File: src/rtl/hack_loader_pkg.sv
// Shared types and protocol constants for the Hack ROM loader.
package hack_loader_pkg;

    typedef enum logic [3:0] {
        S_IDLE    = 4'd0,
        S_CNT_HI  = 4'd1,
        S_CNT_LO  = 4'd2,
        S_DATA_HI = 4'd3,
        S_DATA_LO = 4'd4,
        S_WRITE   = 4'd5,
        S_VERIFY  = 4'd6,
        S_CHECK   = 4'd7,
        S_RESP    = 4'd8
    } state_t;

    localparam logic [7:0] CMD_LOAD = 8'h4C;
    localparam logic [7:0] CMD_RUN  = 8'h52;
    localparam logic [7:0] CMD_HALT = 8'h48;
    localparam logic [7:0] RSP_ACK  = 8'h06;
    localparam logic [7:0] RSP_NAK  = 8'h15;

    // States in which the loader is waiting for an RX byte.
    function automatic logic rx_state(input state_t s);
        return (s == S_IDLE) || (s == S_CNT_HI) || (s == S_CNT_LO) ||
               (s == S_DATA_HI) || (s == S_DATA_LO) || (s == S_CHECK);
    endfunction

endpackage

File: src/rtl/hack_loader_timeout.sv
// Inter-byte idle counter; expire rises once TIMEOUT_CYCLES uncleared cycles have elapsed.
module hack_loader_timeout #(
    parameter int unsigned TIMEOUT_CYCLES = 1000000
) (
    input  logic CLK,
    input  logic RST_N,
    input  logic clear,
    output logic expire
);

    localparam int unsigned CW = $clog2(TIMEOUT_CYCLES + 1);
    localparam logic [CW-1:0] LIMIT = CW'(TIMEOUT_CYCLES);

    logic [CW-1:0] count_q;
    logic [CW-1:0] count_d;

    // Saturating count so expire holds until the next clear.
    always_comb begin
        count_d = count_q;
        if (clear) begin
            count_d = '0;
        end else if (count_q != LIMIT) begin
            count_d = count_q + CW'(1);
        end
    end

    always_ff @(posedge CLK or negedge RST_N) begin
        if (!RST_N) begin
            count_q <= '0;
            expire  <= 1'b0;
        end else begin
            count_q <= count_d;
            expire  <= (count_d == LIMIT);
        end
    end

endmodule

File: src/rtl/hack_rom_loader.sv
// UART-fed ROM loader for the Hack system: parses L/R/H frames, writes ROM, controls CPU run.
// Define HACK_LOADER_VERIFY_EN to read back and compare every written word.
module hack_rom_loader
    import hack_loader_pkg::*;
#(
    parameter int unsigned ROM_DEPTH      = 1001,
    parameter int unsigned TIMEOUT_CYCLES = 1000000
) (
    input  logic        CLK,
    input  logic        RST_N,
    input  logic [7:0]  i_rx_data,
    input  logic        i_rx_valid,
    output logic        o_rx_ready,
    output logic [7:0]  o_tx_data,
    output logic        o_tx_valid,
    input  logic        i_tx_ready,
    output logic        o_bus_ROM_cs,
    output logic [15:0] o_bus_ROM_addr,
    output logic        o_bus_ROM_write,
    output logic [15:0] o_bus_ROM_data,
    input  logic [15:0] i_bus_ROM_data,
    output logic        o_run,
    output logic        o_error
);

    state_t      state_q, state_d;
    logic [7:0]  hi_q, hi_d;
    logic [15:0] word_cnt_q, word_cnt_d;
    logic [7:0]  cksum_q, cksum_d;

    logic        rx_ready_d;
    logic [7:0]  tx_data_d;
    logic        tx_valid_d;
    logic        cs_d;
    logic [15:0] addr_d;
    logic        write_d;
    logic [15:0] wdata_d;
    logic        run_d;
    logic        error_d;

    logic        rx_xfer;
    logic        rx_wait;
    logic        in_frame;
    logic        tmo_clear;
    logic        expire;
    logic [7:0]  rx_sum;
    logic [15:0] rx_word;
    logic [15:0] addr_inc;
    logic        last_word;

    assign rx_xfer   = i_rx_valid && o_rx_ready;
    assign rx_wait   = rx_state(state_q) && (state_q != S_IDLE);
    assign in_frame  = (state_q != S_IDLE) && (state_q != S_RESP);
    assign tmo_clear = rx_xfer || !in_frame;
    assign rx_sum    = cksum_q + i_rx_data;
    assign rx_word   = {hi_q, i_rx_data};
    assign addr_inc  = o_bus_ROM_addr + 16'd1;
    assign last_word = (addr_inc == word_cnt_q);

`ifndef HACK_LOADER_VERIFY_EN
    logic unused_rom_rdata;
    assign unused_rom_rdata = ^i_bus_ROM_data;
`endif

    hack_loader_timeout #(
        .TIMEOUT_CYCLES(TIMEOUT_CYCLES)
    ) u_timeout (
        .CLK   (CLK),
        .RST_N (RST_N),
        .clear (tmo_clear),
        .expire(expire)
    );

    // Frame parser: next state plus next value of every registered output.
    always_comb begin
        state_d    = state_q;
        hi_d       = hi_q;
        word_cnt_d = word_cnt_q;
        cksum_d    = cksum_q;
        tx_data_d  = o_tx_data;
        cs_d       = o_bus_ROM_cs;
        addr_d     = o_bus_ROM_addr;
        wdata_d    = o_bus_ROM_data;
        write_d    = 1'b0;
        run_d      = o_run;
        error_d    = o_error;

        case (state_q)
            S_IDLE: begin
                if (rx_xfer) begin
                    state_d   = S_RESP;
                    tx_data_d = RSP_ACK;
                    case (i_rx_data)
                        CMD_LOAD: begin
                            state_d = S_CNT_HI;
                            run_d   = 1'b0;
                            cs_d    = 1'b1;
                            error_d = 1'b0;
                            cksum_d = '0;
                            addr_d  = '0;
                        end
                        CMD_RUN: begin
                            cs_d  = 1'b0;
                            run_d = 1'b1;
                        end
                        CMD_HALT: begin
                            run_d = 1'b0;
                            cs_d  = 1'b1;
                        end
                        default: begin
                            tx_data_d = RSP_NAK;
                            error_d   = 1'b1;
                        end
                    endcase
                end
            end
            S_CNT_HI: begin
                if (rx_xfer) begin
                    hi_d    = i_rx_data;
                    cksum_d = rx_sum;
                    state_d = S_CNT_LO;
                end
            end
            S_CNT_LO: begin
                if (rx_xfer) begin
                    word_cnt_d = rx_word;
                    cksum_d    = rx_sum;
                    if (rx_word > 16'(ROM_DEPTH)) begin
                        state_d   = S_RESP;
                        tx_data_d = RSP_NAK;
                        error_d   = 1'b1;
                    end else if (rx_word == 16'd0) begin
                        state_d = S_CHECK;
                    end else begin
                        state_d = S_DATA_HI;
                    end
                end
            end
            S_DATA_HI: begin
                if (rx_xfer) begin
                    hi_d    = i_rx_data;
                    cksum_d = rx_sum;
                    state_d = S_DATA_LO;
                end
            end
            S_DATA_LO: begin
                if (rx_xfer) begin
                    cksum_d = rx_sum;
                    wdata_d = rx_word;
                    write_d = 1'b1;
                    state_d = S_WRITE;
                end
            end
            S_WRITE: begin
`ifdef HACK_LOADER_VERIFY_EN
                state_d = S_VERIFY;
`else
                addr_d  = addr_inc;
                state_d = last_word ? S_CHECK : S_DATA_HI;
`endif
            end
`ifdef HACK_LOADER_VERIFY_EN
            S_VERIFY: begin
                if (i_bus_ROM_data != o_bus_ROM_data) begin
                    state_d   = S_RESP;
                    tx_data_d = RSP_NAK;
                    error_d   = 1'b1;
                end else begin
                    addr_d  = addr_inc;
                    state_d = last_word ? S_CHECK : S_DATA_HI;
                end
            end
`endif
            S_CHECK: begin
                if (rx_xfer) begin
                    state_d = S_RESP;
                    if (i_rx_data == cksum_q) begin
                        tx_data_d = RSP_ACK;
                    end else begin
                        tx_data_d = RSP_NAK;
                        error_d   = 1'b1;
                    end
                end
            end
            S_RESP: begin
                if (i_tx_ready) begin
                    state_d = S_IDLE;
                end
            end
            default: begin
                state_d = S_IDLE;
            end
        endcase

        // A stalled sender aborts the frame.
        if (rx_wait && !rx_xfer && expire) begin
            state_d   = S_RESP;
            tx_data_d = RSP_NAK;
            error_d   = 1'b1;
        end

        tx_valid_d = (state_d == S_RESP);
        rx_ready_d = rx_state(state_d);
    end

    always_ff @(posedge CLK or negedge RST_N) begin
        if (!RST_N) begin
            state_q         <= S_IDLE;
            hi_q            <= '0;
            word_cnt_q      <= '0;
            cksum_q         <= '0;
            o_rx_ready      <= 1'b0;
            o_tx_data       <= '0;
            o_tx_valid      <= 1'b0;
            o_bus_ROM_cs    <= 1'b1;
            o_bus_ROM_addr  <= '0;
            o_bus_ROM_write <= 1'b0;
            o_bus_ROM_data  <= '0;
            o_run           <= 1'b0;
            o_error         <= 1'b0;
        end else begin
            state_q         <= state_d;
            hi_q            <= hi_d;
            word_cnt_q      <= word_cnt_d;
            cksum_q         <= cksum_d;
            o_rx_ready      <= rx_ready_d;
            o_tx_data       <= tx_data_d;
            o_tx_valid      <= tx_valid_d;
            o_bus_ROM_cs    <= cs_d;
            o_bus_ROM_addr  <= addr_d;
            o_bus_ROM_write <= write_d;
            o_bus_ROM_data  <= wdata_d;
            o_run           <= run_d;
            o_error         <= error_d;
        end
    end

endmodule

File: config.mk
export PLATFORM = sky130hd
export DESIGN_NAME = hack_rom_loader
export DESIGN_NICKNAME = d
export VERILOG_FILES = /design/src/rtl/hack_loader_pkg.sv /design/src/rtl/hack_loader_timeout.sv /design/src/rtl/hack_rom_loader.sv
export SDC_FILE = /design/constraint.sdc
export NUM_CORES = 1
export LEC_CHECK = 0
export ABC_AREA = 1
export BUFFER_PORTS_ARGS = -buffer_cell sky130_fd_sc_hd__buf_2
export CORE_ASPECT_RATIO = 0.75
export CORE_MARGIN = 3
export CORE_UTILIZATION = 53
export DETAILED_ROUTE_END_ITERATION = 7
export GPL_TIMING_DRIVEN = 0
export PLACE_DENSITY = 0.8
export SLEW_MARGIN = 20
export SYNTH_ARGS = -nofsm -noshare
export SYNTH_HDL_FRONTEND = slang
export SYNTH_SLANG_ARGS = --single-unit
File: constraint.sdc
create_clock -name CLK -period 1.83 [get_ports CLK]
set_input_delay 0.366 -clock CLK [delete_from_list [all_inputs] [get_ports CLK]]
set_output_delay 0.366 -clock CLK [all_outputs]
set_load 0.05 [all_outputs]
Yosys cells after proc, flatten, opt, wreduce, memory -nomap -nowiden
Index checks and enable logic that the tools add are counted.
{"block": "word_totals", "elab_cells": 130, "out_inout_bits": 46, "input_bits": 28, "regBits": 103}
{"block": "op_classes", "addsub": 3, "n_mux": 42, "n_reduce_logical": 39, "n_lt_le_gt_ge": 1, "eq_ne": 30}
{"cell": "$mux 8", "n": 8}
{"cell": "$mux 20", "n": 2}
{"cell": "$mux 4", "n": 10}
{"cell": "$mux 16", "n": 2}
{"cell": "$pmux 16 s2", "n": 1}
{"cell": "$pmux 4 s8", "n": 1}
{"cell": "$eq 8x7->1 const B", "n": 3}
{"cell": "$pmux 8 s3", "n": 1}
{"cell": "$add 20x1->20 const B", "n": 1}
{"cell": "$eq 20x20->1 const B", "n": 1}
{"cell": "$eq 4x3->1 const B", "n": 5}
{"cell": "$ne 20x20->1 const B", "n": 1}
{"cell": "$add 16x1->16 const B", "n": 1}
{"cell": "$eq 16x16->1", "n": 1}
{"cell": "$eq 4x2->1 const B", "n": 4}
{"cell": "$gt 16x10->1 const B", "n": 1}
{"cell": "$logic_not 16->1", "n": 1}
{"cell": "$pmux 8 s2", "n": 1}
{"cell": "$ne 3x2->1 const B", "n": 5}
{"cell": "$logic_or 1x1->1", "n": 11}
{"cell": "$mux 5", "n": 2}
{"cell": "$add 8x8->8", "n": 1}
{"cell": "$eq 4x1->1 const B", "n": 2}
{"cell": "$eq 4x4->1 const B", "n": 2}
{"cell": "other kinds (22)", "n": 47}

Longest topological paths before layout
Gate-level depths: netlist (run 1).
{"block": "depth", "word_depth": 16, "depth_mapped": 13, "mapped_depth_nobuf": 13}

Modules after synthesis
From an unflattened synthesis (run 1), not the netlist that was laid out.
{"block": "unflattened", "cells_unflattened": 769, "hier_area_um2": 5810.6}
{"mod": "hack_rom_loader", "seq_area_each_um2": 1928.1, "cells_each": 545, "instances": 1, "area_per_inst_um2": 4340.4}
{"mod": "hack_loader_timeout", "seq_area_each_um2": 525.5, "cells_each": 224, "instances": 1, "area_per_inst_um2": 1470.2}

Worst setup path before layout (run 1)
OpenSTA, ideal clock, no wires.
{"block": "synth_path", "kind": "reg2reg", "startpoint": "reg o_bus_ROM_addr[0]", "endpoint": "reg state_q[2]", "path_stages_with_launch": 12, "t_arrival_ns": 1.917, "setup_time_ns": 0.077, "required_time_ns": 1.753, "n_path_buf": 0, "period_less_slack_ns": 1.994, "setup_slack_ns": -0.164, "cell_sequence": "dfrtp_1 ha_1 nand3_1 inv_1 nand2_1 o21ai_0 nand3b_1 nand2_1 nand2_1 nor2_1 nand3_1 a21oi_1"}
{"block": "synth_between", "elab_chain_cells": 5}
{"item": "from (decl)", "line": "hack_rom_loader.sv:18", "source": "output logic [15:0] o_bus_ROM_addr,"}
{"item": "from (signal assigned)", "line": "hack_rom_loader.sv:230", "source": "o_bus_ROM_addr <= addr_d;"}
{"item": "$add 16x1->16", "line": "hack_rom_loader.sv:57", "source": "assign addr_inc = o_bus_ROM_addr + 16'd1;"}
{"item": "$eq 16x16->1", "line": "hack_rom_loader.sv:58", "source": "assign last_word = (addr_inc == word_cnt_q);"}
{"item": "$mux 3", "line": "hack_rom_loader.sv:159", "source": "state_d = last_word ? S_CHECK : S_DATA_HI;"}
{"item": "$pmux 4 s8", "line": "hack_rom_loader.sv:88", "source": "case (state_q)"}
{"item": "$mux 4", "line": "hack_rom_loader.sv:196", "source": "if (rx_wait && !rx_xfer && expire) begin"}
{"item": "via state_d[2]", "line": "hack_rom_loader.sv:26", "source": "state_t state_q, state_d;"}
{"item": "to (signal assigned)", "line": "hack_rom_loader.sv:222", "source": "state_q <= state_d;"}
{"item": "to (decl)", "line": "hack_rom_loader.sv:26"}
The timed path passes the listed nets, and every way through them passes these cells.
A chain may end at the register's enable or synchronous reset.

Worst setup path after layout (run 1)
{"block": "layout_path", "startpoint": "reg u_timeout.count_q[1]", "endpoint": "reg u_timeout.expire"}
{"block": "layout_between", "elab_chain_cells": 4, "elab_cells_between_ends": 5, "cone_classes": "add/sub (1); eq/ne (2); mux (2)"}
{"item": "from (decl)", "line": "hack_loader_timeout.sv:14", "source": "logic [CW-1:0] count_q;"}
{"item": "from (signal assigned)", "line": "hack_loader_timeout.sv:32", "source": "count_q <= count_d;"}
{"item": "$add 20x1->20 / $ne 20x20->1 (equally long branches)", "line": "hack_loader_timeout.sv:23, hack_loader_timeout.sv:22"}
{"item": "$mux 20 *", "line": "hack_loader_timeout.sv:22", "source": "end else if (count_q != LIMIT) begin"}
{"item": "$mux 20 *", "line": "hack_loader_timeout.sv:20", "source": "if (clear) begin"}
{"item": "$eq 20x20->1 *", "line": "hack_loader_timeout.sv:33", "source": "expire <= (count_d == LIMIT);"}
{"item": "to (signal assigned)", "line": "hack_loader_timeout.sv:33"}
{"item": "to (decl)", "line": "hack_loader_timeout.sv:8", "source": "output logic expire"}
Every way passes the cells marked *; elsewhere a longest branch is shown, timed or not.

==> qor.json, run 1 <==
{
  "clock_network": {
    "clock_insertion_delay_worst_skew_ns": 0.35,
    "path_clk_slew_ns": 0.07,
    "tritoncts.num_buffers": 9,
    "cts.sink_count": 98,
    "cts.htree.levels": 3,
    "cts_root_buffer": "clkbuf_16",
    "ctsLongestPathBuffers": 2,
    "cts_tree": "built"
  },
  "timing": {
    "totalNegativeSetupSlack_ns": -0.0593,
    "post-route-period-util": 1.02,
    "worst_hold_slack_ns": 0.375,
    "rsz0062_at_grt": "yes",
    "drv_slew": 0,
    "timing.final.crit_period_ns": 1.87,
    "report.final.hold_viol_count": 0,
    "highest_achievable_clock_rate_ghz": 0.536,
    "final.setup_skew_ns": 0.00752,
    "layout_setup_ws_ns": -0.0357,
    "setup_viol_count_final": 2
  },
  "outcome": {
    "status": "finished, violations left",
    "failed_checks": "setup timing"
  },
  "yosys": {
    "synthesis.yosys.warnings": 0,
    "synth_top_cell_area_share": 0.439,
    "netlist_top_cells_area": "dfrtp_1 (44%), nand2_1 (13%), inv_1 (6.0%)",
    "synth-seq-area-share": 0.444,
    "syn-mean-instance-area_um2": 7.63,
    "postSynth.topFlopCell": "dfrtp_1",
    "yosys.cell_count.top_type": "nand2_1",
    "synthArstFlopShare": 1.00,
    "syn_area_um2": 5530,
    "synthDominantAreaCellType": "dfrtp_1",
    "yosysUniqueCellTypes": 48,
    "post_synth_most_frequent_cells": "nand2_1 (194), dfrtp_1 (97), inv_1 (88), nor2_1 (86), o21ai_0 (58)",
    "postSynthCellCount": 724,
    "post_synthesis_sequential_element_count": 98,
    "number_of_enable_flip_flop_cells_after_synthesis": 0
  },
  "detailed_routing": {
    "drt_initial_violations": 457,
    "drc": 0,
    "routed_wl_um": 14800,
    "viasPerCell": 5.45,
    "antenna_left": 0,
    "wire_per_inst_um": 15.7,
    "drt-pass1-iter-count": 5,
    "routed-via-count": 5141
  },
  "grt": {
    "initial_antenna_violation_count": 0,
    "gr-total-overflow": 0,
    "vias_in_the_first_global_route": 4735,
    "grt_max_degree": 82,
    "groute.usage.overall": 0.261,
    "grt_first_pass_wirelength_um": 23700
  },
  "cells_and_area": {
    "num-nets-final": 845,
    "fillerInstances": 811,
    "layout-drive-gt1-share": 0.229,
    "ff_latch_area_um2": 2460,
    "multiInputGateArea_um2": 2920,
    "area_growth_pct": 21.5,
    "stdcell_count": 943,
    "diodes": 0,
    "layout.cell_area.non_filler_um2": 6710
  },
  "setup_path": {
    "worst_ep_required_time_ns": 2.10,
    "end_kind": "flop",
    "crit_path_max_fanout": 5,
    "critical_path.max_stage_delay_ns": 0.42,
    "critPathSlowestCell": "dfrtp_1",
    "r2r.worst_path.cells": 11,
    "criticalPathCategory": "reg2reg",
    "startpoint_type": "flop",
    "critical_path.reg2reg.startpoint": "u_timeout.count_q[1]",
    "worstPathCellList": "ha_2 > nand2_2 > nor2_4 > nand2_4 > nor2_4 > nand3_2 > nand2_2 > nand3_2 > nor2_2 > nand4_1 > nor3_2",
    "timing.critical_path.arrival_ns": 2.14,
    "worstReg2RegEnd": "u_timeout.expire",
    "worst-r2r-setup-slack_ns": -0.04
  },
  "placement": {
    "pre_cts_ws_ns": -0.324,
    "dp_hpwl_um": 10800,
    "numPlacedInstances": 913,
    "routability_congestion_estimate": 0.938,
    "cell_area_after_placement_um2": 6010,
    "io_buffers": 53
  },
  "flow_run": {
    "cap_violations": 0
  },
  "hold_path": {
    "sink_of_the_worst_hold_path": "word_cnt_q[2]",
    "holdCritStartpoint": "i_rx_data[2]",
    "hold_path_class": "in2reg",
    "timing.hold.worst_path_depth": 3
  },
  "power_and_ir_drop": {
    "power_density_of_the_placed_cells_nw_per_um2": 1760,
    "cellLeakagePower_nw": 3.28,
    "vdd_ir_drop_max_mv": 0.933
  },
  "die": {
    "floorplan.die.height_um": 94.4,
    "core_area_um2": 9890,
    "initial_core_util": 0.559,
    "die_w_um": 124,
    "dieArea_um2": 11700,
    "rows": 31,
    "num_io_pins": 74
  }
}
-- repair_timing --
item                                    CTS  global route
hold buffers                              1             0
pin swaps                                 3            16
hold endpoints to repair                 17             0
buffers inserted                          3            10
endpoints found under the setup margin   53            59
gates resized for setup                  23            65
-- worst max-delay path, delay by kind of cell, from the launching register on --
| kind | cells | cell delay [ns] |
|---|---|---|
| AND/OR/NAND/NOR | 10 | 1.15 |
| adder cells (fa/ha/maj) | 1 | 0.22 |
| flip-flops | 1 | 0.42 |
-- per-stage QoR --
stage / total power, mW / util
2_1_floorplan: 7.80 / -
6_report: 11.8 / 0.679
3_5_place_dp: 9.20 / 0.607
5_1_grt: 12.6 / 0.679
4_1_cts: 11.2 / 0.647
3_3_place_gp: 9.01 / 0.604
-- layout by cell type, fill, tap and decap left out, types with 10 or more instances in the layout --
master,netlist,final
nand3_1,47,43
inv_1,88,82
o22ai_1,11,11
o21ai_0,58,51
nor2_4,4,10
nor2_2,4,10
buf_4,7,19
inv_2,7,12
a21oi_1,16,14
buf_2,4,55
nand2_2,3,10
xor2_1,14,13
dfrtp_1,97,89
nand2_1,194,184
nor2_1,86,74
o21ai_1,6,12
-- cells by family (layout without fill, tap and decap cells) --
family	after synthesis	count (layout)	synth area share
and+or+nand+nor	371	371	0.290
buffers and inverters	112	196	0.0817
AOI/OAI and AO/OA	109	109	0.112
DFF	98	98	0.444
xor gates and xnor gates	22	22	0.0451
adders and majority gates	11	11	0.0263
other	1	4	0.000679
-- layout make-up --
type,instances,share of cell area
multi-input cells,517,0.435
well taps,132,0.0246
clock inverters,6,0.00746
clock buffers,10,0.0356
repair buffers,68,0.0611
flip-flops and latches,98,0.367
inverters,96,0.0542
plain buffers,16,0.0151
-- flip-flops by register name, summed over array words and instances, names as in the netlist --
signal and count:
o_run 1, word_cnt_q 16, u_timeout.count_q 20, u_timeout.expire 1
o_error 1, cksum_q 8, o_bus_ROM_cs 1, o_bus_ROM_write 1
state_q 4, o_rx_ready 1, hi_q 8, o_tx_data 3
o_bus_ROM_data 16, o_tx_valid 1, o_bus_ROM_addr 16
-- worst max-delay path by stage --
stage | startpoint | endpoint | slack (ns) | cells past startpoint
final | u_timeout.count_q[1] | u_timeout.expire | -0.04 | 11
after CTS | u_timeout.count_q[0] | u_timeout.expire | -0.09 | 11
after global placement | RST_N | o_bus_ROM_addr[0] | -0.81 | 1
after global routing | u_timeout.count_q[1] | u_timeout.expire | -0.19 | 11
after detailed placement | i_rx_data[4] | o_error | -0.32 | 9
after floorplan | o_bus_ROM_addr[4] | state_q[2] | 0.0007 | 12
-- power breakdown --
part	total [mW]	switching (mW)	internal [mW]	leakage, nW
Clock	1.86	0.879	0.977	0.141
Sequential	3.70	0.739	2.96	1.23
Combinational	6.24	4.16	2.08	1.92
Total	11.8	5.78	6.01	3.28
-- metal layers --
metal / share of wire / wire length [um] / up-vias / GRT usage
met4: 0.0084 / 124 / 0 / 0.0501
met2: 0.42 / 6300 / 195 / 0.365
met5: 0 / 0 / - / 0
met3: 0.078 / 1160 / 12 / 0.0820
met1: 0.49 / 7250 / 2438 / 0.399
li1: - / - / 2496 / -
No activity file was read; power rests on OpenSTA's default activity.
==> run 2, diff against run 1 <==
Settings changed: CORE_UTILIZATION 53 to 58, PLACE_DENSITY 0.8 to 0.83, REMOVE_ABC_BUFFERS set to 1.
Clock period 1.83 ns to 1.9 ns, I/O delays scaled along.
==> qor.json, run 2 (same netlist as run 1, synthesis figures left out) <==
{
  "die": {
    "core_area_um2": 9160,
    "die_w_um": 119,
    "initial_core_util": 0.603,
    "num_io_pins": 74,
    "dieArea_um2": 10700,
    "rows": 30,
    "floorplan.die.height_um": 90.5
  },
  "cells_and_area": {
    "diodes": 0,
    "number_of_flip_flops_under_the_largest_register_name": 20,
    "stdcell_count": 944,
    "ff_latch_area_um2": 2460,
    "mostFrequentLayoutCells": "nand2_1 (185), dfrtp_1 (90), inv_1 (82), nor2_1 (74)",
    "final_common_cell": "nand2_1",
    "layout-drive-gt1-share": 0.229,
    "regMostFlops": "u_timeout.count_q",
    "num-nets-final": 850,
    "fillerInstances": 698,
    "area_growth_pct": 22.4,
    "multiInputGateArea_um2": 2900
  },
  "power_and_ir_drop": {
    "vdd_ir_drop_max_mv": 1.25,
    "cellLeakagePower_nw": 3.31,
    "power_density_of_the_placed_cells_nw_per_um2": 1710
  },
  "clock_network": {
    "path_clk_slew_ns": 0.07,
    "ctsLongestPathBuffers": 2,
    "cts.sink_count": 98,
    "clock_insertion_delay_worst_skew_ns": 0.34,
    "cts_root_buffer": "clkbuf_16",
    "tritoncts.num_buffers": 9,
    "cts.htree.levels": 3,
    "cts_tree": "built"
  },
  "outcome": {
    "status": "finished clean"
  },
  "setup_path": {
    "timing.critical_path.arrival_ns": 2.08,
    "worst_ep_required_time_ns": 2.13,
    "startpoint_type": "flop",
    "r2r.worst_path.cells": 9,
    "end_kind": "flop",
    "crit_path_max_fanout": 2,
    "criticalPathCategory": "reg2reg"
  },
  "flow_run": {
    "cap_violations": 0
  },
  "timing": {
    "rsz0062_at_grt": "yes",
    "final.setup_skew_ns": 0.00709,
    "tightest_slew_ns": 0.551,
    "max-slew-margin-rel": 0.632,
    "drv_slew": 0,
    "report.final.hold_viol_count": 0,
    "highest_achievable_clock_rate_ghz": 0.540,
    "setup_viol_count_final": 0,
    "totalNegativeSetupSlack_ns": 0,
    "timing.final.crit_period_ns": 1.85,
    "worst_hold_slack_ns": 0.384,
    "post-route-period-util": 0.976
  },
  "placement": {
    "io_buffers": 53,
    "routability_congestion_estimate": 0.916,
    "dp_hpwl_um": 10000,
    "numPlacedInstances": 893
  },
  "detailed_routing": {
    "drt-pass1-iter-count": 5,
    "drc": 0,
    "wire_per_inst_um": 15.6,
    "drt_initial_violations": 405,
    "viasPerCell": 5.56,
    "routed-via-count": 5244,
    "routed_wl_um": 14700,
    "antenna_left": 0
  },
  "hold_path": {
    "hold_path_class": "in2reg",
    "timing.hold.worst_path_depth": 3
  },
  "grt": {
    "vias_in_the_first_global_route": 4910,
    "grt_max_degree": 70,
    "initial_antenna_violation_count": 0,
    "groute.usage.overall": 0.266,
    "grt_first_pass_wirelength_um": 23300,
    "gr-total-overflow": 0
  }
}
==> run 2: cell count changes in the layout (fill, tap and decap cells not counted), moves of 3 or more <==
cell and delta:
ha_1 +3, inv_2 -3, clkinvlp_4 +4, clkbuf_2 -3
buf_4 +13, buf_2 -3
==> run 2: routing by layer <==
layer / up-vias / global-route usage / share of wire
li1: 2503 / - / -
met2: 216 / 0.435 / 0.48
met3: 32 / 0.0557 / 0.078
met1: 2493 / 0.356 / 0.42
met5: - / 0 / 0
met4: 0 / 0.0839 / 0.019
==> run 2: worst max-delay path: stages (launching register included) <==
cell	delay (ns)
dfrtp_1	0.41
ha_4	0.18
fa_2	0.34
nand2_2	0.09
a21boi_2	0.07
o21ai_1	0.17
nand2_1	0.10
a21oi_2	0.15
xor2_1	0.16
o21ai_1	0.07
==> run 2: path summary, 6_finish.rpt <==
check | from | endpoint | slack, ns
max | cksum_q[0] | cksum_q[6] | 0.05
min | i_rx_data[2] | word_cnt_q[2] | 0.38
max reg2reg | cksum_q[0] | cksum_q[6] | 0.05
min reg2reg | o_tx_data[2] | o_tx_data[2] | 0.48
max in group asynchronous | RST_N | o_bus_ROM_cs | 0.75
min in group asynchronous | RST_N | o_bus_ROM_addr[12] | 0.47
==> run 2: final cells by class <==
cell class              instances  area share
flip-flops and latches         98       0.364
repair inverters                1     0.00111
inverters                      96      0.0553
multi-input cells             517       0.428
clock buffers                   9      0.0333
well taps                     128      0.0237
repair buffers                 88      0.0829
clock inverters                 7      0.0113
==> run 2: report_power, final <==
group | leakage [nW] | total, mW | switching, mW | internal (mW)
registers | 1.23 | 3.56 | 0.717 | 2.85
logic | 1.94 | 6.16 | 4.05 | 2.12
clock network | 0.142 | 1.86 | 0.828 | 1.03
total | 3.31 | 11.6 | 5.59 | 5.99
==> run 2: what timing repair did <==
| item | CTS | global route |
|---|---|---|
| hold buffers | 1 | 0 |
| gates cloned | 1 | 0 |
| hold endpoints to repair | 29 | 0 |
| gates resized for setup | 24 | 60 |
| endpoints found under the setup margin | 41 | 47 |
| setup buffers | 13 | 20 |
| pin swaps | 2 | 22 |
==> run 2: through the flow <==
stage,total power [mW],utilization,instance area [um^2],setup slack [ns]
3_3_place_gp,8.48,0.641,5870,-0.525
4_1_cts,10.9,0.696,6380,0.00108
6_report,11.6,0.739,6760,0.0465
5_1_grt,12.3,0.739,6760,-0.0601
3_5_place_dp,8.70,0.645,5910,-0.395
2_1_floorplan,7.42,-,5450,-0.106
